### src/rtl/narrow_saturate_r0.sv
// narrow_saturate_r0: narrows DEPTH packed lanes from BIT_WIDTH_IN to
// BIT_WIDTH_OUT bits (signed/unsigned, saturate/wrap) through a DELAY-stage
// valid/ready pipeline, with per-lane overflow flags and a sticky
// saturating overflow-event counter.

// Per-lane narrowing: overflow detect plus clamp/wrap result selection.
module narrow_saturate_r0_lane #(
  parameter int BIT_WIDTH_IN  = 32,
  parameter int BIT_WIDTH_OUT = 16
) (
  input  logic [BIT_WIDTH_IN-1:0]  laneIn,
  input  logic                     isSigned,
  input  logic                     saturate,
  output logic [BIT_WIDTH_OUT-1:0] laneOut,
  output logic                     ovf
);
  localparam int IN  = BIT_WIDTH_IN;
  localparam int OUT = BIT_WIDTH_OUT;

  // Signed range holds only when the dropped bits all copy the new sign bit;
  // unsigned range holds only when the dropped bits are all zero.
  logic [IN-OUT:0]   sHi;
  logic [IN-OUT-1:0] uHi;
  assign sHi = laneIn[IN-1:OUT-1];
  assign uHi = laneIn[IN-1:OUT];

  // Overflow detect and result select (wrap keeps the low bits).
  always_comb begin
    ovf     = isSigned ? !((sHi == '0) || (sHi == '1)) : (|uHi);
    laneOut = laneIn[OUT-1:0];
    if (ovf && saturate) begin
      if (!isSigned)          laneOut = '1;
      else if (laneIn[IN-1])  laneOut = {1'b1, {(OUT-1){1'b0}}};
      else                    laneOut = {1'b0, {(OUT-1){1'b1}}};
    end
  end
endmodule

module narrow_saturate_r0 #(
  parameter int BIT_WIDTH_IN  = 32,
  parameter int BIT_WIDTH_OUT = 16,
  parameter int DEPTH         = 1,
  parameter int DELAY         = 2,
  parameter int CNT_WIDTH     = 16
) (
  input  logic                             clk,
  input  logic                             rst,
  input  logic                             is_signed,
  input  logic                             saturate,
  input  logic                             valid_in,
  output logic                             ready_in,
  input  logic [BIT_WIDTH_IN*DEPTH-1:0]    dataIn,
  output logic                             valid_out,
  input  logic                             ready_out,
  output logic [BIT_WIDTH_OUT*DEPTH-1:0]   dataOut,
  output logic [DEPTH-1:0]                 ovf_out,
  output logic [CNT_WIDTH-1:0]             ovf_count,
  input  logic                             ovf_clear
);
  typedef struct packed {
    logic [DEPTH-1:0][BIT_WIDTH_OUT-1:0] data;
    logic [DEPTH-1:0]                    ovf;
  } stage_t;

  logic [DEPTH-1:0][BIT_WIDTH_IN-1:0] laneIn;
  stage_t                             stgNext;
  stage_t [DELAY-1:0]                 stgPipe;
  logic   [DELAY-1:0]                 vldPipe;
  logic                               advance;
  logic                               accept;

  assign laneIn = dataIn;

  genvar g;
  generate
    for (g = 0; g < DEPTH; g++) begin : gLane
      narrow_saturate_r0_lane #(
        .BIT_WIDTH_IN (BIT_WIDTH_IN),
        .BIT_WIDTH_OUT(BIT_WIDTH_OUT)
      ) uLane (
        .laneIn  (laneIn[g]),
        .isSigned(is_signed),
        .saturate(saturate),
        .laneOut (stgNext.data[g]),
        .ovf     (stgNext.ovf[g])
      );
    end
  endgenerate

  // One global enable: the whole pipe moves unless the output is stalled.
  // ready_in is held low while reset is asserted.
  assign advance  = !valid_out || ready_out;
  assign ready_in = rst && advance;
  assign accept   = valid_in && ready_in;

  // Pipeline shift: stage 0 takes the freshly narrowed word, bubbles carry valid=0.
  always_ff @(posedge clk or negedge rst) begin
    if (!rst) begin
      vldPipe <= '0;
      stgPipe <= '0;
    end else if (advance) begin
      vldPipe[0] <= accept;
      stgPipe[0] <= stgNext;
      for (int i = 1; i < DELAY; i++) begin
        vldPipe[i] <= vldPipe[i-1];
        stgPipe[i] <= stgPipe[i-1];
      end
    end
  end

  assign valid_out = vldPipe[DELAY-1];
  assign dataOut   = stgPipe[DELAY-1].data;
  assign ovf_out   = stgPipe[DELAY-1].ovf;

  // Overflow-event counter: counts delivered words with any lane overflow,
  // sticks at all ones, clear wins over a same-cycle increment.
  always_ff @(posedge clk or negedge rst) begin
    if (!rst) begin
      ovf_count <= '0;
    end else if (ovf_clear) begin
      ovf_count <= '0;
    end else if (valid_out && ready_out && (|ovf_out) && (ovf_count != '1)) begin
      ovf_count <= ovf_count + CNT_WIDTH'(1);
    end
  end
endmodule

### config.mk
export PLATFORM = sky130hd
export DESIGN_NAME = narrow_saturate_r0
export DESIGN_NICKNAME = d
export VERILOG_FILES = /design/src/rtl/narrow_saturate_r0.sv
export SDC_FILE = /design/constraint.sdc
export NUM_CORES = 1
export LEC_CHECK = 0
export ABC_AREA = 1
export CAP_MARGIN = 10
export CORE_ASPECT_RATIO = 0.6
export CORE_MARGIN = 2
export CORE_UTILIZATION = 35
export CTS_BUF_LIST = sky130_fd_sc_hd__clkbuf_4 sky130_fd_sc_hd__clkbuf_8 sky130_fd_sc_hd__clkbuf_16
export CTS_CLUSTER_SIZE = 14
export DETAILED_ROUTE_END_ITERATION = 10
export PLACE_DENSITY = 0.73
export SLEW_MARGIN = 40
export SYNTH_ARGS = -nofsm -noshare
export SYNTH_HDL_FRONTEND = slang
export SYNTH_SLANG_ARGS = --single-unit
### constraint.sdc
create_clock -name clk -period 1.4 [get_ports clk]
set_input_delay 0.21 -clock clk [delete_from_list [all_inputs] [get_ports clk]]
set_output_delay 0.21 -clock clk [all_outputs]
set_load 0.01 [all_outputs]
==> results.py <==
metrics = {
    "clock_tree": {
        "clk_latency_ns": 0.29,
        "tritoncts": "done",
        "tritoncts_buffer_count": 5,
        "cts.root.buffer_cell": "sky130_fd_sc_hd__clkbuf_16",
        "clock_slew_at_reported_path_ffs_ns": 0.07,
        "clock_path_buffers": 2,
        "clock_tree.htree_level_count": 2,
        "cts.sink_count": 52,
        "ctsHoldBuffers": 0,
    },
    "floorplanning": {
        "placement_rows": 24,
        "die_area_sq_um": 8520,
        "starting_density_pct": 36.9,
        "fp.coreArea_sq_um": 7390,
        "x_dimension_of_the_die_microns": 118,
        "die_height_microns": 72.3,
        "io_pins": 74,
    },
    "sta": {
        "timing_worst_slew_pin_value_ns": 0.659,
        "hold_slack_ns": 0.0305,
        "final_hold_viol_count": 0,
        "finalMaxSlewViolations": 0,
        "setup_ws_ns": -0.0623,
        "setup_viol": 14,
        "fmax_ghz": 0.684,
        "tightest_slew_margin_relative_to_the_limit_pct": 56.1,
        "layout_min_cycle_time_ns": 1.46,
        "worst_clock_skew_ns": 0.0102,
        "grt_setup_unrepaired": "yes",
        "fin_crit_share_pct": 104,
    },
    "synth": {
        "netlist_area_sq_um": 2720,
        "yosys.cell_count.top_type": "sky130_fd_sc_hd__nand2_1",
        "synth_largest_type_area_fraction_pct": 47.8,
        "synthTopCellsByCount": "sky130_fd_sc_hd__nand2_1 (138), sky130_fd_sc_hd__dfrtp_1 (52), sky130_fd_sc_hd__nor2_1 (45)",
        "synthDominantAreaCellType": "sky130_fd_sc_hd__dfrtp_1",
        "synth-seq-cells": 52,
        "yosys_warnings": 0,
        "async_flop_share_pct": 100,
        "synthesis.instances": 356,
        "number_of_flops_mapped_to_enable_cells_by_yosys": 0,
        "synth-seq-area-share_pct": 47.8,
        "ys_dominant_reg_cell": "sky130_fd_sc_hd__dfrtp_1",
        "post_synth_main_area_contributors": "sky130_fd_sc_hd__dfrtp_1 (48%), sky130_fd_sc_hd__nand2_1 (19%), sky130_fd_sc_hd__nor2_1 (6.2%)",
        "postSynthNetCount": 396,
        "synth_area_per_cell_sq_um": 7.65,
        "yosys.cell_types.count": 30,
    },
    "power": {
        "post-layout-total-power_mw": 3.83,
        "power.share.clock_pct": 31.6,
        "seq_power_share_pct": 46.3,
        "powerDensity_nw_per_um2": 883,
        "power_switching_share_pct": 27.8,
        "vdd_drop_max_uv": 623,
        "comb_power_share_pct": 22.1,
        "total_leakage_power_nw": 2.34,
        "p_sw_mw": 1.06,
        "power.internal_mw": 2.76,
    },
    "global_route": {
        "global_route.usage.total_pct": 17.5,
        "grt_first_pass_wirelength_microns": 12000,
        "grt-ovfl-total": 0,
        "grt_pass1_vias": 2518,
        "grt_antenna_before_repair": 0,
        "pin_count_of_the_biggest_net_entering_global_routing": 53,
    },
    "setup_path": {
        "worstRegToRegCells": 9,
        "worstSetupPathType": "reg -> reg",
        "r2r_slack_ns": -0.06,
        "endpoint_kind": "register",
        "worst-path-max-fanout": 8,
        "cp_data_arrival_time_ns": 1.68,
        "worst_r2r_startpoint": "ovf_count[1]",
        "terminus_of_the_critical_flop_to_flop_path": "ovf_count[7]",
        "cp-start-kind": "register",
        "required_ns": 1.62,
    },
    "cells_and_area": {
        "stdcell_count": 575,
        "layout-area-overhead-vs-synth_pct": 59.1,
        "diodes_inserted": 0,
        "final_core_utilization_pct": 58.7,
        "nets": 510,
        "drive_above_1_share_pct": 29.3,
    },
    "placement": {
        "buffer_ports.inserted": 73,
        "dp.cells": 548,
        "gpl.final_weighted_congestion": 0.888,
        "post-dp-hpwl_microns": 5420,
    },
    "route": {
        "final_antenna_net_count": 0,
        "detail_route.wl_per_cell_microns": 13.8,
        "num_vias": 2710,
        "drt_iter0_drc": 218,
        "route.detailed.drc": 0,
        "drtPass1Iterations": 4,
        "viasPerCell": 4.71,
        "route.final.wire_length_microns": 7910,
    },
    "worst_hold_path": {
        "hp-class": "in -> async",
    },
    "run_status": {
        "outcome": "finished with violations",
        "violated_checks": "setup timing",
    },
    "flow_run": {
        "timing.max_cap.violations": 0,
    },
}
worst max-delay path by stage:
stage	cells past startpoint	slack, ns	to	startpoint
after floorplan	9	-0.07	ovf_count[2]	ovf_count[0]
after global placement	4	-0.38	ready_in	ready_out
after detailed placement	4	-0.37	ready_in	ready_out
after CTS	9	-0.05	ovf_count[4]	ovf_count[0]
after global routing	8	-0.15	ovf_count[7]	ovf_count[13]
final	9	-0.06	ovf_count[7]	ovf_count[1]
power by group through the flow:
stage          sequential [mW]  clock [mW]  combinational [mW]
5_1_grt                   1.79        1.30               0.926
6_report                  1.77        1.21               0.844
3_3_place_gp              1.80           0               0.782
3_5_place_dp              1.80           0               0.796
4_1_cts                   1.77        1.24               0.816
2_1_floorplan             1.78           0               0.450
cells in the final DEF (no fill, tap or decap), drive strengths merged:
master	synthesis	layout
nand3b	4	4
dlymetal6s2s	0	23
clkinvlp	0	1
clkinv	0	2
o21ai	4	4
clkdlybuf4s50	0	23
clkdlybuf4s15	0	2
a31o	1	1
buf	22	62
ha	1	1
nor3	5	5
inv	22	22
xor2	2	2
nor2	47	47
o21bai	1	1
nand4	16	16
a21oi	16	16
dlygate4sd2	0	21
and2	1	1
nand2	139	139
xnor2	2	2
dfrtp	52	52
o21a	1	1
nand3	15	15
clkbuf	5	8
sequential cells by signal, indices dropped and copies added, names as in the netlist:
register	count
dataOut	16
ovf_count	16
vldPipe	2
ovf_out	1
stgPipe	17
cell families after synthesis:
family          after synthesis  synth area share (%)
fa+ha+maj                     1                 0.459
flops                        52                  47.8
simple gates                227                  36.1
buf+inv                      49                  9.56
xor+xnor                      4                  1.29
compound gates               23                  4.83
layout make-up:
| class | count | area, sq um |
|---|---|---|
| inverter | 22 | 87.6 |
| tap | 104 | 130 |
| fill | 667 | 3050 |
| clock inverter | 3 | 21.3 |
| timing repair buffer | 134 | 1310 |
| sequential | 52 | 1310 |
| clock buffer | 5 | 125 |
| multi-input combinational | 255 | 1360 |
repair_timing:
item | 4_1_cts | 5_1_grt
gates cloned | 0 | 1
endpoints found under the hold margin | 0 | 0
pin swaps | 12 | 27
setup endpoints to repair | 55 | 59
setup buffers | 8 | 10
resized for setup | 40 | 72
worst max-delay path, stage by stage, from the launching register on:
cell and delay (ns):
sky130_fd_sc_hd__dfrtp_2 0.39, sky130_fd_sc_hd__ha_4 0.16, sky130_fd_sc_hd__nand3_4 0.07, sky130_fd_sc_hd__inv_2 0.07
sky130_fd_sc_hd__nand2_2 0.05, sky130_fd_sc_hd__o21a_4 0.27, sky130_fd_sc_hd__nor2_8 0.13, sky130_fd_sc_hd__buf_12 0.15
sky130_fd_sc_hd__nand2_2 0.05, sky130_fd_sc_hd__nand2_1 0.05
per-layer routing:
| metal | part of all wire (%) | up-vias | global-route usage (%) |
|---|---|---|---|
| li1 | - | 1344 | - |
| met1 | 48 | 1281 | 24.5 |
| met2 | 47 | 79 | 28.5 |
| met3 | 5.2 | 6 | 3.46 |
| met4 | 0.73 | 0 | 3.61 |
| met5 | 0 | - | 0 |
per-stage QoR:
stage / setup slack, ns / setup TNS [ns] / cell area [sq um]
global route: -0.148 / -1.78 / 4330
detailed placement: -0.368 / -12.08 / 3780
finish: -0.0623 / -0.576 / 4330
global placement: -0.384 / -10.36 / 3780
CTS: -0.0503 / -0.450 / 4040
floorplan: -0.0670 / -0.708 / 2770
No activity file was read; power rests on OpenSTA's default activity.
